**src/rtl/pkt_buffer_rd_arbiter.sv**
```systemverilog
// pkt_buffer_rd_arbiter: shares the packet-buffer read port between NUM_REQ burst
// requesters, issues one read per cycle, tracks in-flight reads in a tag pipeline
// matched to RD_LATENCY, and steers returned flits to their owner.
// Optional feature macro: PKTBUF_ARB_STRICT_PRIO_EN (lowest-index eligible requester
// always wins; round-robin when undefined).
module pkt_buffer_rd_arbiter #(
  parameter int NUM_REQ       = 2,
  parameter int RD_LATENCY    = 12,
  parameter int PKTBUF_AWIDTH = 10,
  parameter int FLIT_WIDTH    = 32
) (
  input  logic                                  clk,
  input  logic                                  rst,
  input  logic [NUM_REQ-1:0]                    req_valid,
  input  logic [NUM_REQ-1:0][PKTBUF_AWIDTH-1:0] req_addr,
  input  logic [NUM_REQ-1:0][4:0]               req_flits,
  output logic [NUM_REQ-1:0]                    req_ready,
  input  logic [NUM_REQ-1:0]                    rsp_almost_full,
  output logic [PKTBUF_AWIDTH-1:0]              pkt_buffer_address,
  output logic                                  pkt_buffer_read,
  input  logic                                  pkt_buffer_readvalid,
  input  logic [FLIT_WIDTH-1:0]                 pkt_buffer_readdata,
  output logic [NUM_REQ-1:0]                    rsp_valid,
  output logic [FLIT_WIDTH-1:0]                 rsp_data,
  output logic                                  rsp_last,
  output logic                                  err
);

  localparam int IDX_W   = $clog2(NUM_REQ);
  localparam int DRAIN_W = $clog2(RD_LATENCY + 1);

  typedef enum logic [0:0] {IDLE, BURST} state_t;

  typedef struct packed {
    logic             valid;
    logic [IDX_W-1:0] owner;
    logic             last;
  } tag_t;

  state_t                   state_q, state_d;
  logic [PKTBUF_AWIDTH-1:0] addr_q, addr_d;
  logic [4:0]               remain_q, remain_d;
  logic [IDX_W-1:0]         owner_q, owner_d;
  logic                     err_q, err_d;
  logic [DRAIN_W-1:0]       drain_q, drain_d;
  tag_t                     tags_q [RD_LATENCY];
  tag_t                     tags_d [RD_LATENCY];
  logic [NUM_REQ-1:0]       rsp_valid_q, rsp_valid_d;
  logic [FLIT_WIDTH-1:0]    rsp_data_q, rsp_data_d;
  logic                     rsp_last_q, rsp_last_d;

  logic [NUM_REQ-1:0]       eligible;
  logic                     grant_found;
  logic [IDX_W-1:0]         grant_idx;
  logic                     arb_now;
  logic                     take_grant;
  logic                     tag_mismatch;
  tag_t                     head;

  assign eligible = req_valid & ~rsp_almost_full;

`ifdef PKTBUF_ARB_STRICT_PRIO_EN
  // Fixed priority: scanning downward leaves the lowest eligible index as the winner.
  always_comb begin
    grant_found = 1'b0;
    grant_idx   = '0;
    for (int i = NUM_REQ - 1; i >= 0; i--) begin
      if (eligible[i]) begin
        grant_found = 1'b1;
        grant_idx   = IDX_W'(i);
      end
    end
  end
`else
  logic [IDX_W-1:0] last_grant_q, last_grant_d;
  logic [IDX_W:0]   cand;

  // Round-robin: first eligible requester starting one past the previous winner.
  always_comb begin
    grant_found = 1'b0;
    grant_idx   = '0;
    cand        = '0;
    for (int k = 1; k <= NUM_REQ; k++) begin
      cand = {1'b0, last_grant_q} + (IDX_W+1)'(k);
      if (cand >= (IDX_W+1)'(NUM_REQ)) cand = cand - (IDX_W+1)'(NUM_REQ);
      if (!grant_found && eligible[cand[IDX_W-1:0]]) begin
        grant_found = 1'b1;
        grant_idx   = cand[IDX_W-1:0];
      end
    end
  end

  // Remember the winner so the next search starts just after it.
  always_comb begin
    last_grant_d = take_grant ? grant_idx : last_grant_q;
  end

  // Round-robin pointer register; resets so requester 0 wins first.
  always_ff @(posedge clk) begin
    if (rst) last_grant_q <= IDX_W'(NUM_REQ - 1);
    else     last_grant_q <= last_grant_d;
  end
`endif

  // Burst FSM: grant in IDLE or on the final read of a burst, issue reads, push tags.
  always_comb begin
    state_d         = state_q;
    addr_d          = addr_q;
    remain_d        = remain_q;
    owner_d         = owner_q;
    err_d           = err_q;
    req_ready       = '0;
    pkt_buffer_read = 1'b0;
    arb_now         = 1'b0;
    take_grant      = 1'b0;
    tags_d[0]       = '0;
    for (int i = 1; i < RD_LATENCY; i++) tags_d[i] = tags_q[i-1];
    case (state_q)
      IDLE: arb_now = 1'b1;
      BURST: begin
        pkt_buffer_read  = 1'b1;
        addr_d           = addr_q + PKTBUF_AWIDTH'(1);
        remain_d         = remain_q - 5'd1;
        tags_d[0].valid  = 1'b1;
        tags_d[0].owner  = owner_q;
        tags_d[0].last   = (remain_q == 5'd1);
        if (remain_q == 5'd1) begin
          arb_now = 1'b1;
          state_d = IDLE;
        end
      end
      default: state_d = IDLE;
    endcase
    if (arb_now && grant_found && !rst) begin
      take_grant           = 1'b1;
      req_ready[grant_idx] = 1'b1;
      if (req_flits[grant_idx] == 5'd0) begin
        err_d = 1'b1;
      end else begin
        state_d  = BURST;
        addr_d   = req_addr[grant_idx];
        remain_d = req_flits[grant_idx];
        owner_d  = grant_idx;
      end
    end
    if (tag_mismatch) err_d = 1'b1;
  end

  // Return path: match readvalid against the head tag; after reset, stray returns drain silently.
  always_comb begin
    head         = tags_q[RD_LATENCY-1];
    rsp_valid_d  = '0;
    rsp_data_d   = rsp_data_q;
    rsp_last_d   = 1'b0;
    tag_mismatch = 1'b0;
    drain_d      = (drain_q != '0) ? drain_q - DRAIN_W'(1) : drain_q;
    if (pkt_buffer_readvalid && head.valid) begin
      rsp_valid_d[head.owner] = 1'b1;
      rsp_data_d              = pkt_buffer_readdata;
      rsp_last_d              = head.last;
    end else if (pkt_buffer_readvalid) begin
      tag_mismatch = (drain_q == '0);
    end else if (head.valid) begin
      tag_mismatch = 1'b1;
    end
  end

  // State, tag pipeline and response registers.
  always_ff @(posedge clk) begin
    if (rst) begin
      state_q     <= IDLE;
      addr_q      <= '0;
      remain_q    <= '0;
      owner_q     <= '0;
      err_q       <= 1'b0;
      drain_q     <= DRAIN_W'(RD_LATENCY);
      tags_q      <= '{default: '0};
      rsp_valid_q <= '0;
      rsp_data_q  <= '0;
      rsp_last_q  <= 1'b0;
    end else begin
      state_q     <= state_d;
      addr_q      <= addr_d;
      remain_q    <= remain_d;
      owner_q     <= owner_d;
      err_q       <= err_d;
      drain_q     <= drain_d;
      tags_q      <= tags_d;
      rsp_valid_q <= rsp_valid_d;
      rsp_data_q  <= rsp_data_d;
      rsp_last_q  <= rsp_last_d;
    end
  end

  assign pkt_buffer_address = addr_q;
  assign rsp_valid          = rsp_valid_q;
  assign rsp_data           = rsp_data_q;
  assign rsp_last           = rsp_last_q;
  assign err                = err_q;

endmodule
```
**config.mk**
```make
export PLATFORM = sky130hd
export DESIGN_NAME = pkt_buffer_rd_arbiter
export DESIGN_NICKNAME = d
export VERILOG_FILES = /design/src/rtl/pkt_buffer_rd_arbiter.sv
export SDC_FILE = /design/constraint.sdc
export NUM_CORES = 1
export LEC_CHECK = 0
export ABC_AREA = 0
export BUFFER_PORTS_ARGS = -buffer_cell sky130_fd_sc_hd__buf_2
export CAP_MARGIN = 0
export CORE_MARGIN = 5
export CORE_UTILIZATION = 45
export DETAILED_ROUTE_END_ITERATION = 6
export PLACE_DENSITY = 0.84
export SYNTH_ARGS = -nofsm -noshare
export SYNTH_HDL_FRONTEND = slang
export SYNTH_SLANG_ARGS = --single-unit
```
**constraint.sdc**
```tcl
create_clock -name clk -period 1.62 [get_ports clk]
set_input_delay 0 -clock clk [delete_from_list [all_inputs] [get_ports clk]]
set_output_delay 0 -clock clk [all_outputs]
set_load 0.02 [all_outputs]
```
Word level (Yosys, flattened, before mapping)
Cells that the tools add are included.
Storage, ports and cells
  register bits after elaboration: 94
  input bits: 69
  output and inout port bits: 49
  logic and storage cells: 124
Cells by class
  add/sub/neg operators: 7
  $lt $le $gt $ge: 8
  equal/unequal tests: 1
  multiplexer cells: 40
  bitwise logic cells: 5
  reductions and logical operators: 17
Operators by type and width (count)
  two-way mux 10 bit: 5
  two-way mux 1 bit: 25
  two-way mux 5 bit: 5
  adder 10 x 1 -> 10 bit (second input constant): 1
  < comparator 1 x 2 -> 1 bit (second input constant): 4
  logical AND 1 bit: 6
  == test 5 x 1 -> 1 bit (second input constant): 1
  logical NOT 5 bit: 1
  subtractor 5 x 1 -> 5 bit (second input constant): 1
  >= comparator 2 bit (second input constant): 2
  logical NOT 4 bit: 1
  AND reduction 2 bit: 2
  nonzero test 2 bit: 2
  nonzero test 4 bit: 1
  OR reduction 2 bit: 2
  subtractor 4 x 1 -> 4 bit (second input constant): 1
  two-way mux 3 bit: 1
  inverter 1 bit: 3
  adder 1 x 1 -> 2 bit (second input constant): 1
  adder 1 x 2 -> 2 bit (second input constant): 1
  AND 2 bit: 1
  demux 1 bit (select 1 bit): 2
  >= comparator 1 bit (second input constant): 2
  logical NOT 1 bit: 2
  4 further kinds: 5

Depth between registers and ports, before layout
  depth after elaboration: 15
  mapped depth: 8
  depth with buffers taken out: 7

Worst setup path before layout
Ideal clock, no wire load.
  kind: register to register
  start: register remain_q[0]
  end: register owner_q
  setup time: 0.128 ns
  arrival: 1.648 ns
  required time: 1.492 ns
  setup slack: -0.155 ns
  cell stages (with the launch flop): 8
  path buffers: 1
  period minus slack after synthesis: 1.775 ns
  path through: dfxtp_1 ha_1 nor4b_4 o221ai_2 a211oi_4 buf_6 mux2i_1 nor2_1
Between the ends
  cells in the longest elaborated chain, start to end: 6
Ends and longest elaborated chain
  start: declaration: line 42  | logic [4:0] remain_q, remain_d;
  start signal: assignment: line 184  | remain_q <= remain_d;
  == test 5 x 1 -> 1 bit: line 127  | if (remain_q == 5'd1) begin
  two-way mux 1 bit: line 127
  case mux 1 bit (2 select lines): line 118  | case (state_q)
  logical AND 1 bit (2 in series): line 134  | if (arb_now && grant_found && !rst) begin
  AND reduction 2 bit (no source line)
  end signal: assignment: line 185  | owner_q <= owner_d;
  end: declaration: line 43  | logic [IDX_W-1:0] owner_q, owner_d;
Every way passes these cells.
A chain may end at the register's enable or synchronous reset.

Worst setup path in the final report
  start: register remain_q[1]
  end: register addr_q[7] (netlist: pkt_buffer_address[7])
Between the ends
  cells in the longest elaborated chain, start to end: 6
Ends and longest elaborated chain
  == test 5 x 1 -> 1 bit: line 127
  two-way mux 1 bit: line 127
  case mux 1 bit (2 select lines): line 118
  logical AND 1 bit (2 in series): line 134
  two-way mux 10 bit: line 134
  end signal: assignment: line 183  | addr_q <= addr_d;
  end: declaration: line 41  | logic [PKTBUF_AWIDTH-1:0] addr_q, addr_d;
Every way passes these cells.

==> metrics.yaml <==
route:
  ant_nets: 0
  vias: 3327
  avgViaCountPerCell: 4.907
  routedWlPerCell_um: 14.69
  drc: 0
  drtPass1Iterations: 4
  drt_iter0_drc: 145
  wl_mm: 9.958
power_and_ir_drop:
  combPwrFrac_pct: 18.4
  p_sw_share_pct: 29.16
  pwr-share-clk_pct: 31.0
  p_leak_nw: 2.363
  seq_power_share_pct: 50.6
  cellPowerDensity_mw_per_mm2: 933.8
  p_int_mw: 3.488
  switching_power_mw: 1.436
  peakVddDrop_uv: 563.0
logic_synthesis:
  synth_ff_type: "dfxtp_1"
  netlist.area_leader.share_pct: 52.79
  netlist_top_cells_count: "dfxtp_1, nand2_1, a21oi_1, nor2b_1, clkbuf_1"
  ys_types: 40
  syn_inst: 376
  async_reset_ff_share_pct: 0
  ys_ff_latch: 94
  syn_area_per_cell_sq_um: 9.481
  synth_warnings: 0
  synth_edf_count: 0
  yosysSeqAreaShare_pct: 52.79
  synth_fp_nets: 450
  synth.top_cells.by_area: "dfxtp_1, nand2_1, nor2b_1"
  synth_top_cell_by_area: "dfxtp_1"
  yosys.cell_count.top_type: "dfxtp_1"
  synth_area_sq_mm: 0.003565
floorplan:
  coreArea_sq_mm: 0.007727
  die_w_um: 99
  pin_count: 118
  die_h_um: 99
  num_rows: 32
  die-area_sq_mm: 0.009801
  start_util_pct: 46.13
placed_design:
  portBuffers: 117
  gp_congestion: 0.8860
  hpwl_mm: 6.059
  dp.cells: 599
  pre_cts_slack_ns: -0.1087
  post_dp_cell_area_sq_mm: 0.004387
outcome:
  status: "finished with violations"
  violations: "setup timing"
sta:
  whs_ns: 0.008698
  setup_ws_ns: -0.2012
  clock.fmax_ghz: 0.5491
  clock_skew_ns: 0.01892
  max_slew.worst_pin.slew_ns: 0.8682
  fin_crit_sh_pct: 112.4
  relSlewSlack_pct: 42.12
  setup_viol: 20
  rsz0062_at_grt: "yes"
  slew_viol_final: 0
  hold_viol: 0
  fin_crit_ns: 1.821
cts:
  htreeDepth: 3
  clk_latency_ns: 0.37
  tritoncts: "yes"
  numClockSinks: 94
  cts-root-buf: "clkbuf_8"
  cts_inserted_buffers: 9
  clock_path_buffers: 2
  path_clk_slew_ns: 0.11
finish:
  stdcell_area_sq_mm: 0.005273
  ff_latch_area_sq_mm: 0.001884
  fin_cells: 678
  num-fill-cells: 544
  final_util_pct: 68.23
  layout-drive-gt1-share_pct: 33.16
  area_delta_synth_final_pct: 47.91
  antenna_cells: 0
  multi_input_area_sq_mm: 0.001603
  layout.nets: 645
hold_path:
  min-delay-start: "req_addr[3]"
  min_path_type: "in2reg"
grt:
  grt_max_degree: 88
  grt_overflow: 0
  grtUsageTotal_pct: 19.46
  grt_pass1_wl_mm: 15.55
  grt_pass1_vias: 3393
  antenna_found_initial: 0
setup_path:
  end_kind: "register"
  criticalPathCategory: "reg2reg"
  startpoint_type: "register"
  cpMostUsedCell: "buf_4"
  crit_chain: "inv_2, ha_4, nor4b_4, o221ai_4, a211oi_4, buf_6, buf_4, buf_4, a211oi_2"
  r2r_cells: 9
  arrival_ns: 2.03
  r2r_start: "remain_q[1]"
  cpMaxStageDelayCell: "dfxtp_2"
  cp.required_ns: 1.83
  cpPeakStageDelay_ns: 0.34
  startpoint: "remain_q[1]"
  endpoint: "pkt_buffer_address[7]"
  ff2ff_setup_slack_ns: -0.20
  path_max_fanout: 4
  reg2reg_to: "pkt_buffer_address[7]"
run:
  cap_violations: 0
==> power by group through the flow <==
stage	sequential [mW]	combinational (mW)	clock, mW
after global placement	2.52	0.690	0
after floorplan	2.57	0.373	0
after CTS	2.48	0.843	1.56
after detailed placement	2.53	0.713	0
after global routing	2.50	0.981	1.68
final	2.49	0.906	1.53
==> cells in the final DEF, fill, tap and decap left out, types with 2 or more instances in the layout <==
master | netlist | final
buf_2 | 1 | 115
dfxtp_1 | 94 | 92
nand2_1 | 77 | 77
dlygate4sd3_1 | 0 | 53
nor2b_1 | 35 | 35
a21oi_1 | 35 | 35
buf_4 | 1 | 27
mux2i_1 | 15 | 15
nor2_1 | 16 | 12
buf_6 | 1 | 10
inv_1 | 10 | 9
clkbuf_8 | 0 | 9
xnor2_1 | 8 | 8
xor2_1 | 6 | 6
a211oi_2 | 6 | 6
nor3_1 | 5 | 5
a211oi_1 | 5 | 5
o32ai_1 | 4 | 4
and3_1 | 4 | 4
ha_1 | 5 | 4
nand4_1 | 3 | 3
o21ai_0 | 3 | 3
inv_8 | 0 | 3
and2_1 | 2 | 2
nor2_4 | 0 | 2
a211oi_4 | 2 | 2
o22ai_1 | 2 | 2
nor4_1 | 2 | 2
nor2_2 | 0 | 2
dfxtp_2 | 0 | 2
==> how the worst min path moves through the flow <==
stage,end,slack (ns),cells after the start
after floorplan,rsp_data[0],0.14,2
after global placement,rsp_data[0],0.24,3
after detailed placement,rsp_data[21],0.25,3
after CTS,pkt_buffer_address[9],0.002,3
after global routing,pkt_buffer_address[3],0.01,3
final,pkt_buffer_address[3],0.009,3
==> routing by layer <==
metal  share of wire [%]  GRT usage (%)  wire (um)  vias to the layer above
met5                   0              0          0                        -
met1                  39          20.48       3892                     1559
met3                 4.6          5.662        459                       26
li1                    -              -          -                     1641
met2                  54          36.83       5361                      101
met4                 2.5          6.197        244                        0
==> area by class of cell <==
type                            count  share of cell area, %
Timing Repair Buffer              205                  26.96
Multi-Input combinational cell    251                  30.40
Tap cell                          102                  2.420
Clock inverter                      7                  1.424
Sequential cell                    94                  35.74
Clock buffer                        9                  2.349
Inverter                           10                 0.7119
==> stage by stage <==
step           total power, mW  setup TNS [ns]
4_1_cts                  4.887         -0.9524
2_1_floorplan            2.944         -0.7265
3_3_place_gp             3.214         -0.1379
6_report                 4.924          -2.413
5_1_grt                  5.157          -4.446
3_5_place_dp             3.242         -0.7147
==> cells by family (layout without fill, tap and decap cells) <==
kind of cell,after synthesis,in the layout,share of synthesized area (%)
simple gates,152,152,20.92
flops,94,94,52.79
compound gates,64,64,12.95
buf+inv,31,231,3.615
mux,16,16,4.528
xor+xnor,14,14,3.440
fa+ha+maj,5,5,1.755
==> worst max-delay path: cells and delay by family, from the launching register on <==
family,cells,cell delay (ns)
buffers and inverters,4,0.45
DFF,1,0.34
AOI/OAI and AO/OA,3,0.50
adders and majority gates,1,0.12
and+or+nand+nor,1,0.28
==> timing repair <==
| item | 4_1_cts | 5_1_grt |
|---|---|---|
| gates cloned | 0 | 0 |
| pin swaps | 4 | 8 |
| hold buffers | 53 | 0 |
| buffers inserted | 2 | 8 |
| endpoints found under the setup margin | 13 | 21 |
| resized for setup | 15 | 13 |
| endpoints found under the hold margin | 44 | 0 |
==> flip-flops by register name, indices dropped and copies added (netlist names), 2 cells and up <==
register and flops:
drain_q 4, head 3, pkt_buffer_address 10, remain_q 5, rsp_data 32, rsp_valid 2
tags_d 33
Power figures use the tool's default switching activity.
